==> src/rtl/hwpe_stream_package.sv <==
// Shared types for the hwpe stream blocks: demux switch FSM encoding and
// destination select constants.
package hwpe_stream_package;

  // Switch FSM: PASS streams normally, DRAIN empties the held beat before
  // the committed destination is allowed to change.
  typedef enum logic [0:0] {
    PASS  = 1'b0,
    DRAIN = 1'b1
  } demux_state_e;

  localparam logic SEL_POP_0 = 1'b0;
  localparam logic SEL_POP_1 = 1'b1;

endpackage

==> src/rtl/hwpe_stream_intf_stream.sv <==
// Valid/ready stream bundle with data and byte strobe.
interface hwpe_stream_intf_stream #(
  parameter int unsigned DATA_WIDTH = 32,
  parameter int unsigned STRB_WIDTH = DATA_WIDTH / 8
) ();

  logic                  valid;
  logic                  ready;
  logic [DATA_WIDTH-1:0] data;
  logic [STRB_WIDTH-1:0] strb;

  modport source (output valid, output data, output strb, input ready);
  modport sink   (input valid, input data, input strb, output ready);

endinterface

==> src/rtl/hwpe_stream_demux_registered.sv <==
// 1-to-2 stream demultiplexer with one registered output stage.
// The held beat always goes to the destination committed when it was
// accepted; a destination change waits (DRAIN) until that beat has left.
module hwpe_stream_demux_registered
  import hwpe_stream_package::*;
#(
  parameter int unsigned DATA_WIDTH = 32,
  parameter int unsigned STRB_WIDTH = DATA_WIDTH / 8
) (
  input  logic                   clk_i,
  input  logic                   rst_i,
  input  logic                   clear_i,
  input  logic                   sel_i,
  hwpe_stream_intf_stream.sink   push_i,
  hwpe_stream_intf_stream.source pop_0_o,
  hwpe_stream_intf_stream.source pop_1_o,
  output logic                   sel_q_o,
  output logic                   busy_o
);

  demux_state_e          state_q, state_d;
  logic                  sel_q, sel_d;
  logic                  valid_q, valid_d;
  logic [DATA_WIDTH-1:0] data_q, data_d;
  logic [STRB_WIDTH-1:0] strb_q, strb_d;

  logic                  rst_any_s;
  logic                  sel_pop_ready_s;
  logic                  push_ready_s;
  logic                  push_hs_s;
  logic                  pop_hs_s;
  logic                  pop0_valid_s, pop1_valid_s;
  logic [DATA_WIDTH-1:0] pop0_data_s, pop1_data_s;
  logic [STRB_WIDTH-1:0] pop0_strb_s, pop1_strb_s;
  logic                  sel_q_out_s, busy_out_s;

  // rst_i and clear_i act identically; asserting both is just one reset.
  assign rst_any_s = rst_i | clear_i;

  // FSM state and committed destination register.
  always_ff @(posedge clk_i) begin
    if (rst_any_s) begin
      state_q <= PASS;
      sel_q   <= SEL_POP_0;
    end else begin
      state_q <= state_d;
      sel_q   <= sel_d;
    end
  end

  // FSM next state: commit a new destination only once nothing is held.
  always_comb begin
    state_d = state_q;
    sel_d   = sel_q;
    case (state_q)
      PASS: begin
        if (sel_i != sel_q) begin
          if (valid_q) begin
            state_d = DRAIN;
          end else begin
            state_d = PASS;
            sel_d   = sel_i;
          end
        end else begin
          state_d = PASS;
        end
      end
      DRAIN: begin
        // sel_i may have returned to sel_q meanwhile; then sel_d keeps it.
        if (!valid_q || pop_hs_s) begin
          state_d = PASS;
          sel_d   = sel_i;
        end else begin
          state_d = DRAIN;
        end
      end
      default: begin
        state_d = PASS;
        sel_d   = sel_q;
      end
    endcase
  end

  // FSM outputs: handshakes, routing of the held beat and status.
  always_comb begin
    sel_pop_ready_s = (sel_q == SEL_POP_1) ? pop_1_o.ready : pop_0_o.ready;
    pop_hs_s        = 1'b0;
    push_ready_s    = 1'b0;
    pop0_valid_s    = 1'b0;
    pop1_valid_s    = 1'b0;
    pop0_data_s     = {DATA_WIDTH{1'b0}};
    pop1_data_s     = {DATA_WIDTH{1'b0}};
    pop0_strb_s     = {STRB_WIDTH{1'b0}};
    pop1_strb_s     = {STRB_WIDTH{1'b0}};
    sel_q_out_s     = 1'b0;
    busy_out_s      = 1'b0;
    if (rst_any_s) begin
      pop_hs_s     = 1'b0;
      push_ready_s = 1'b0;
    end else begin
      pop_hs_s     = valid_q & sel_pop_ready_s;
      push_ready_s = (state_q == PASS) & (sel_i == sel_q) &
                     (~valid_q | sel_pop_ready_s);
      sel_q_out_s  = sel_q;
      busy_out_s   = valid_q | (state_q == DRAIN);
      if (sel_q == SEL_POP_1) begin
        pop1_valid_s = valid_q;
        pop1_data_s  = data_q;
        pop1_strb_s  = strb_q;
      end else begin
        pop0_valid_s = valid_q;
        pop0_data_s  = data_q;
        pop0_strb_s  = strb_q;
      end
    end
  end

  assign push_hs_s = push_i.valid & push_ready_s;

  // Output stage next value: a new beat replaces a leaving one in the same cycle.
  always_comb begin
    valid_d = valid_q;
    data_d  = data_q;
    strb_d  = strb_q;
    if (push_hs_s) begin
      valid_d = 1'b1;
      data_d  = push_i.data;
      strb_d  = push_i.strb;
    end else if (pop_hs_s) begin
      valid_d = 1'b0;
    end else begin
      valid_d = valid_q;
    end
  end

  // Output stage register; reset drops a held beat without a handshake.
  always_ff @(posedge clk_i) begin
    if (rst_any_s) begin
      valid_q <= 1'b0;
      data_q  <= {DATA_WIDTH{1'b0}};
      strb_q  <= {STRB_WIDTH{1'b0}};
    end else begin
      valid_q <= valid_d;
      data_q  <= data_d;
      strb_q  <= strb_d;
    end
  end

  assign push_i.ready  = push_ready_s;
  assign pop_0_o.valid = pop0_valid_s;
  assign pop_0_o.data  = pop0_data_s;
  assign pop_0_o.strb  = pop0_strb_s;
  assign pop_1_o.valid = pop1_valid_s;
  assign pop_1_o.data  = pop1_data_s;
  assign pop_1_o.strb  = pop1_strb_s;
  assign sel_q_o       = sel_q_out_s;
  assign busy_o        = busy_out_s;

endmodule

==> src/flat_wrapper.sv <==
// flat-port wrapper written by rule: the top's interface ports become plain ports
module hwpe_stream_demux_registered_flat import hwpe_stream_package::*;
#(
  parameter int unsigned DATA_WIDTH = 32,
  parameter int unsigned STRB_WIDTH = DATA_WIDTH / 8
)
  (clk_i, rst_i, clear_i, sel_i, sel_q_o, busy_o, push_i_valid, push_i_data, push_i_strb, push_i_ready, pop_0_o_valid, pop_0_o_data, pop_0_o_strb, pop_0_o_ready, pop_1_o_valid, pop_1_o_data, pop_1_o_strb, pop_1_o_ready);
  hwpe_stream_intf_stream #(.DATA_WIDTH(DATA_WIDTH), .STRB_WIDTH(STRB_WIDTH)) push_i_i ();
  hwpe_stream_intf_stream #(.DATA_WIDTH(DATA_WIDTH), .STRB_WIDTH(STRB_WIDTH)) pop_0_o_i ();
  hwpe_stream_intf_stream #(.DATA_WIDTH(DATA_WIDTH), .STRB_WIDTH(STRB_WIDTH)) pop_1_o_i ();
  input  logic clk_i;
  input  logic rst_i;
  input  logic clear_i;
  input  logic sel_i;
  output logic sel_q_o;
  output logic busy_o;
  input wire logic [$bits(push_i_i.valid)-1:0] push_i_valid;
  input wire logic [$bits(push_i_i.data)-1:0] push_i_data;
  input wire logic [$bits(push_i_i.strb)-1:0] push_i_strb;
  output wire logic [$bits(push_i_i.ready)-1:0] push_i_ready;
  output wire logic [$bits(pop_0_o_i.valid)-1:0] pop_0_o_valid;
  output wire logic [$bits(pop_0_o_i.data)-1:0] pop_0_o_data;
  output wire logic [$bits(pop_0_o_i.strb)-1:0] pop_0_o_strb;
  input wire logic [$bits(pop_0_o_i.ready)-1:0] pop_0_o_ready;
  output wire logic [$bits(pop_1_o_i.valid)-1:0] pop_1_o_valid;
  output wire logic [$bits(pop_1_o_i.data)-1:0] pop_1_o_data;
  output wire logic [$bits(pop_1_o_i.strb)-1:0] pop_1_o_strb;
  input wire logic [$bits(pop_1_o_i.ready)-1:0] pop_1_o_ready;
  assign push_i_i.valid = push_i_valid;
  assign push_i_i.data = push_i_data;
  assign push_i_i.strb = push_i_strb;
  assign push_i_ready = push_i_i.ready;
  assign pop_0_o_valid = pop_0_o_i.valid;
  assign pop_0_o_data = pop_0_o_i.data;
  assign pop_0_o_strb = pop_0_o_i.strb;
  assign pop_0_o_i.ready = pop_0_o_ready;
  assign pop_1_o_valid = pop_1_o_i.valid;
  assign pop_1_o_data = pop_1_o_i.data;
  assign pop_1_o_strb = pop_1_o_i.strb;
  assign pop_1_o_i.ready = pop_1_o_ready;
  hwpe_stream_demux_registered #(.DATA_WIDTH(DATA_WIDTH), .STRB_WIDTH(STRB_WIDTH)) u_core (.clk_i(clk_i), .rst_i(rst_i), .clear_i(clear_i), .sel_i(sel_i), .push_i(push_i_i), .pop_0_o(pop_0_o_i), .pop_1_o(pop_1_o_i), .sel_q_o(sel_q_o), .busy_o(busy_o));
endmodule
==> config.mk <==
export PLATFORM = sky130hd
export DESIGN_NAME = hwpe_stream_demux_registered_flat
export DESIGN_NICKNAME = d
export VERILOG_FILES = /design/src/rtl/hwpe_stream_package.sv /design/src/rtl/hwpe_stream_intf_stream.sv /design/src/rtl/hwpe_stream_demux_registered.sv /design/src/flat_wrapper.sv
export SDC_FILE = /design/constraint.sdc
export NUM_CORES = 1
export LEC_CHECK = 0
export CAP_MARGIN = 10
export CORE_AREA = 2 2 81 83
export CTS_CLUSTER_SIZE = 24
export DETAILED_ROUTE_END_ITERATION = 10
export DIE_AREA = 0 0 83 85
export GPL_TIMING_DRIVEN = 1
export HOLD_SLACK_MARGIN = 0.06
export PLACE_DENSITY = 0.76
export SLEW_MARGIN = 15
export SYNTH_ARGS = -nofsm -noshare
export SYNTH_HDL_FRONTEND = slang
export SYNTH_SLANG_ARGS = --single-unit
==> constraint.sdc <==
create_clock -name clk_i -period 1.5 [get_ports clk_i]
set_clock_uncertainty 0.1 [all_clocks]
set_input_delay 0.225 -clock clk_i [delete_from_list [all_inputs] [get_ports clk_i]]
set_output_delay 0.225 -clock clk_i [all_outputs]
set_load 0.1 [all_outputs]
Word-level counts from Yosys, hierarchy flattened. Cells that the tools add are included.

Bits in registers: 39. Input bits: 43. Word-level logic and storage cells: 50.

Equal/unequal tests: 5. Mux-type cells: 27. Bitwise logic cells: 9. Reductions and logical operators: 4.

Operator list (number): $mux W32 (4); $mux W1 (17); $mux W4 (4); $and A1 B1 Y1 (4); $ne A2 B2 Y1 const B (2); $pmux W1 S2 (2); $or A1 B1 Y1 (3); $reduce_and A3 Y1 (1); $ne A2 B1 Y1 const B (1); $not A1 Y1 (2); $reduce_bool A2 Y1 (1); $eq A1 B1 Y1 (1); $logic_not A1 Y1 (1); $logic_or A1 B1 Y1 (1); $ne A1 B1 Y1 (1).

Depth between registers and ports, before layout.
Word-level depth: 6. Gate-level depth with buffers: 5.

Worst setup path before layout. No wires, ideal clock.

Kind: register to output. Start: reg u_core.sel_q. End: out pop_0_o_valid. Arrival: 2.598 ns. Data required time: 1.175 ns. Path slack: -1.423 ns. Stages on the path, launching flop included: 3. Cells stage by stage: dfxtp_1 -> clkbuf_1 -> nor3_1.

Word-level cells in the longest chain between the ends: 2.

RTL lines: start: declaration (RTL line hwpe_stream_demux_registered.sv:22) `logic sel_q, sel_d;`; start signal: assignment (RTL line hwpe_stream_demux_registered.sv:47) `sel_q <= sel_d;`; $mux W1 (RTL line hwpe_stream_demux_registered.sv:106) `if (sel_q == SEL_POP_1) begin`; $mux W1 (RTL line hwpe_stream_demux_registered.sv:97) `if (rst_any_s) begin`; end: declaration (RTL line flat_wrapper.sv:21) `output wire logic [$bits(pop_0_o_i.valid)-1:0] pop_0_o_valid;`.

No other way between the ends.

Worst setup path after layout.
Start: reg u_core.sel_q. End: out push_i_ready.

Word-level cells in the longest chain between the ends: 4. Elaborated cells on any way between the ends: 6.

RTL lines: $eq A1 B1 Y1 or $mux W1 (tied branches) (RTL line hwpe_stream_demux_registered.sv:102, hwpe_stream_demux_registered.sv:86); $and A1 B1 Y1 or $or A1 B1 Y1 (tied branches) (RTL line hwpe_stream_demux_registered.sv:102, hwpe_stream_demux_registered.sv:103); $and A1 B1 Y1 * (RTL line hwpe_stream_demux_registered.sv:102) `push_ready_s = (state_q == PASS) & (sel_i == sel_q) &`; $mux W1 * (RTL line hwpe_stream_demux_registered.sv:97); end: declaration (RTL line flat_wrapper.sv:20) `output wire logic [$bits(push_i_i.ready)-1:0] push_i_ready;`.

Mark *: on every way between the ends. The rest lies on a longest branch, timed or not.

==> impl_metrics.ini <==
[outcome]
status = complete, but fails checks
violations = setup timing

[global_routing]
grt_usage = 0.260
grt_pass1_vias = 2687
overflow = 0
grt_pass1_wl_microns = 14500
antenna_found_initial = 0
grt_max_degree = 19

[synthesis]
synthArstFlopShare = 0
synth_edf_count = 0
synth.most_common_cell = nand2_1
yosysSeqAreaShare = 0.369
synth_cell_types = 20
yosysTopAreaCell = dfxtp_1
synthTopCellsByArea = dfxtp_1, mux2i_1, and3_1
ys_warn_count = 0
synth-seq-cells = 39
syn_nets = 304
avgSynthCellArea_sq_um = 8.10
synth.cell_area_sq_mm = 0.00211
ys.flop_type = dfxtp_1
synth_top_area_frac = 0.369
netlist_top_cells_count = nand2_1, dfxtp_1, and3_1, inv_1, mux2i_1
syn_inst = 261

[route]
wl_per_cell_microns = 19.1
viasPerCell = 4.89
drt_iter0_markers = 51
wl_microns = 9500
ant_nets = 0
via_count = 2435
drc_errors = 0
drtPass1Iterations = 4

[setup_path]
cp_top_family = simple AND/OR/NAND/NOR gates
cp-end-kind = primary output
reg2reg_depth = 6
cp.required_ns = 1.17
r2r_slack_ns = -0.30
path_class = register to primary output
reg2reg_to = u_core.data_q[28]$_SDFFE_PN0P_
startpoint_type = register
cp_max_fo = 4
cpMaxStageDelayCell = dfxtp_4
critPathBufInv = 1
slowest_delay_ns = 0.39
path_cells = mux2_4 -> or2_4 -> and3_4 -> buf_12
reg2reg_from = u_core.sel_q$_SDFFE_PN0P_
arrival_ns = 1.55
critPathLaunch = u_core.sel_q$_SDFFE_PN0P_

[clocking]
insertion_delay_ns = 0.27
cts_buffers = 5
cts_root_buf = clkbuf_8
cts_hold_buf = 0
clock_tree.buffer_depth = 2
htreeDepth = 2
cts_sinks = 39
cts_tree = yes
path_clk_slew_ns = 0.07

[power]
power.density_mw_per_mm2 = 454
pwr-share-clk = 0.261
switchingPower_mw = 0.677
total_power_mw = 2.45
seq_power_share = 0.446
peakVddDrop_v = 0.000418
comb_power_share = 0.294
p_sw_frac = 0.276
power_leakage_nw = 2.50
p_int_mw = 1.77

[finish]
drive_gt1_frac = 0.546
n_antenna_cell = 0
fill_cells = 265
area_growth_pct = 155
nNetsFinal = 465
finalInstanceArea_sq_mm = 0.00540

[sta]
hold_viol_final = 0
fin_ws_ns = -0.374
max_freq_mhz = 534
tightest_slew_ns = 0.263
setup_tns_ns = -28.92
holdWs_ns = 0.380
report.final.slew_viol_count = 0
rsz0062_at_grt = yes
period_share = 1.25
slew-limit-headroom = 0.823
min_period_ns = 1.87
setup_viol = 113

[job]
cap_violations = 0

[floorplanning]
start_util = 0.341
coreArea_sq_mm = 0.00620
die_h_microns = 85
die_area_sq_mm = 0.00706
die_w_microns = 83
ioPinCount = 120
fp-row-count = 29

[placed_design]
dpl_cell_area_sq_mm = 0.00457
port_buffers = 119
dpl.hpwl_microns = 4950
place_congestion = 0.750

[hold_path]
hold_depth = 5
worstHoldEndpoint = u_core.state_q$_SDFF_PN0_
hp-class = primary input to register
min_from = rst_i
## area by class of cell
class                           instances  area, sq um  share of cell area
Timing Repair Buffer                  173         2830               0.524
Multi-Input combinational cell        166         1470               0.273
Clock buffer                            6         72.6              0.0134
Sequential cell                        39          785               0.145
Inverter                               37          143              0.0264
Tap cell                               77         96.3              0.0178
## power by group through the flow
| stage | combinational, mW | sequential [mW] | clock [mW] |
|---|---|---|---|
| after floorplan | 0.257 | 1.10 | 0 |
| after global placement | 0.491 | 1.11 | 0 |
| after detailed placement | 0.501 | 1.11 | 0 |
| after CTS | 0.706 | 1.09 | 0.663 |
| after global routing | 0.753 | 1.09 | 0.703 |
| final | 0.719 | 1.09 | 0.639 |
## state kept, by name, summed over array words and instances, names as in the netlist
name,count
u_core.valid_q,1
u_core.sel_q,1
u_core.strb_q,4
u_core.data_q,32
u_core.state_q,1
## metrics by stage
stage                     setup slack, ns  instances   util
after floorplan                    -0.180        261      -
after global placement             -0.428        459  0.736
after detailed placement           -0.462        459  0.736
after CTS                          -0.415        499  0.865
after global routing               -0.406        498  0.870
final                              -0.374        498  0.870
## cell families (layout without fill, tap and decap cells)
kind of cell | Yosys count | in the layout | share of synthesized area
and+or+nand+nor | 124 | 124 | 0.318
buffers and inverters | 56 | 216 | 0.114
DFF | 39 | 39 | 0.369
muxes | 38 | 38 | 0.182
AOI/OAI and AO/OA | 3 | 3 | 0.0118
xor gates and xnor gates | 1 | 1 | 0.00415
## cells in the final DEF, fill, tap and decap left out, drive strengths merged
master / Yosys / final
and3: 37 / 37
mux2: 1 / 1
xnor2: 1 / 1
a21o: 1 / 1
bufbuf: 0 / 2
o211ai: 1 / 1
o21ai: 1 / 1
and2: 36 / 36
mux2i: 37 / 37
inv: 37 / 36
nand2: 40 / 40
clkbuf: 14 / 10
buf: 5 / 127
clkdlybuf4s50: 0 / 40
nor4b: 1 / 1
nor3: 2 / 2
nor2b: 1 / 1
clkinvlp: 0 / 1
dfxtp: 39 / 39
or2: 2 / 2
nor2: 5 / 5
## tightest hold or removal path: stages
cell    delay [ns]
buf_6         0.07
or2_4         0.12
buf_4         0.10
buf_4         0.14
nor3_1        0.06
## layer usage
metal	track usage	wire length, microns	share of wire	vias up
met5	0	0	0	-
met4	0.0671	115	0.012	0
met3	0.0661	642	0.068	10
met2	0.499	5140	0.54	102
met1	0.285	3600	0.38	1178
li1	-	-	-	1145
## worst max path at each step
stage	endpoint	cells past startpoint
global placement	pop_0_o_data[31]	6
floorplan	pop_0_o_valid	2
CTS	pop_0_o_strb[2]	7
finish	push_i_ready	4
detailed placement	pop_0_o_strb[3]	6
global route	push_i_ready	4
## repair_timing
action,in CTS,in global routing
pin swaps,10,4
setup endpoints to repair,113,113
buffers inserted,22,3
gates resized for setup,53,24
cloned,13,4
(Power assumes the default switching activity.)
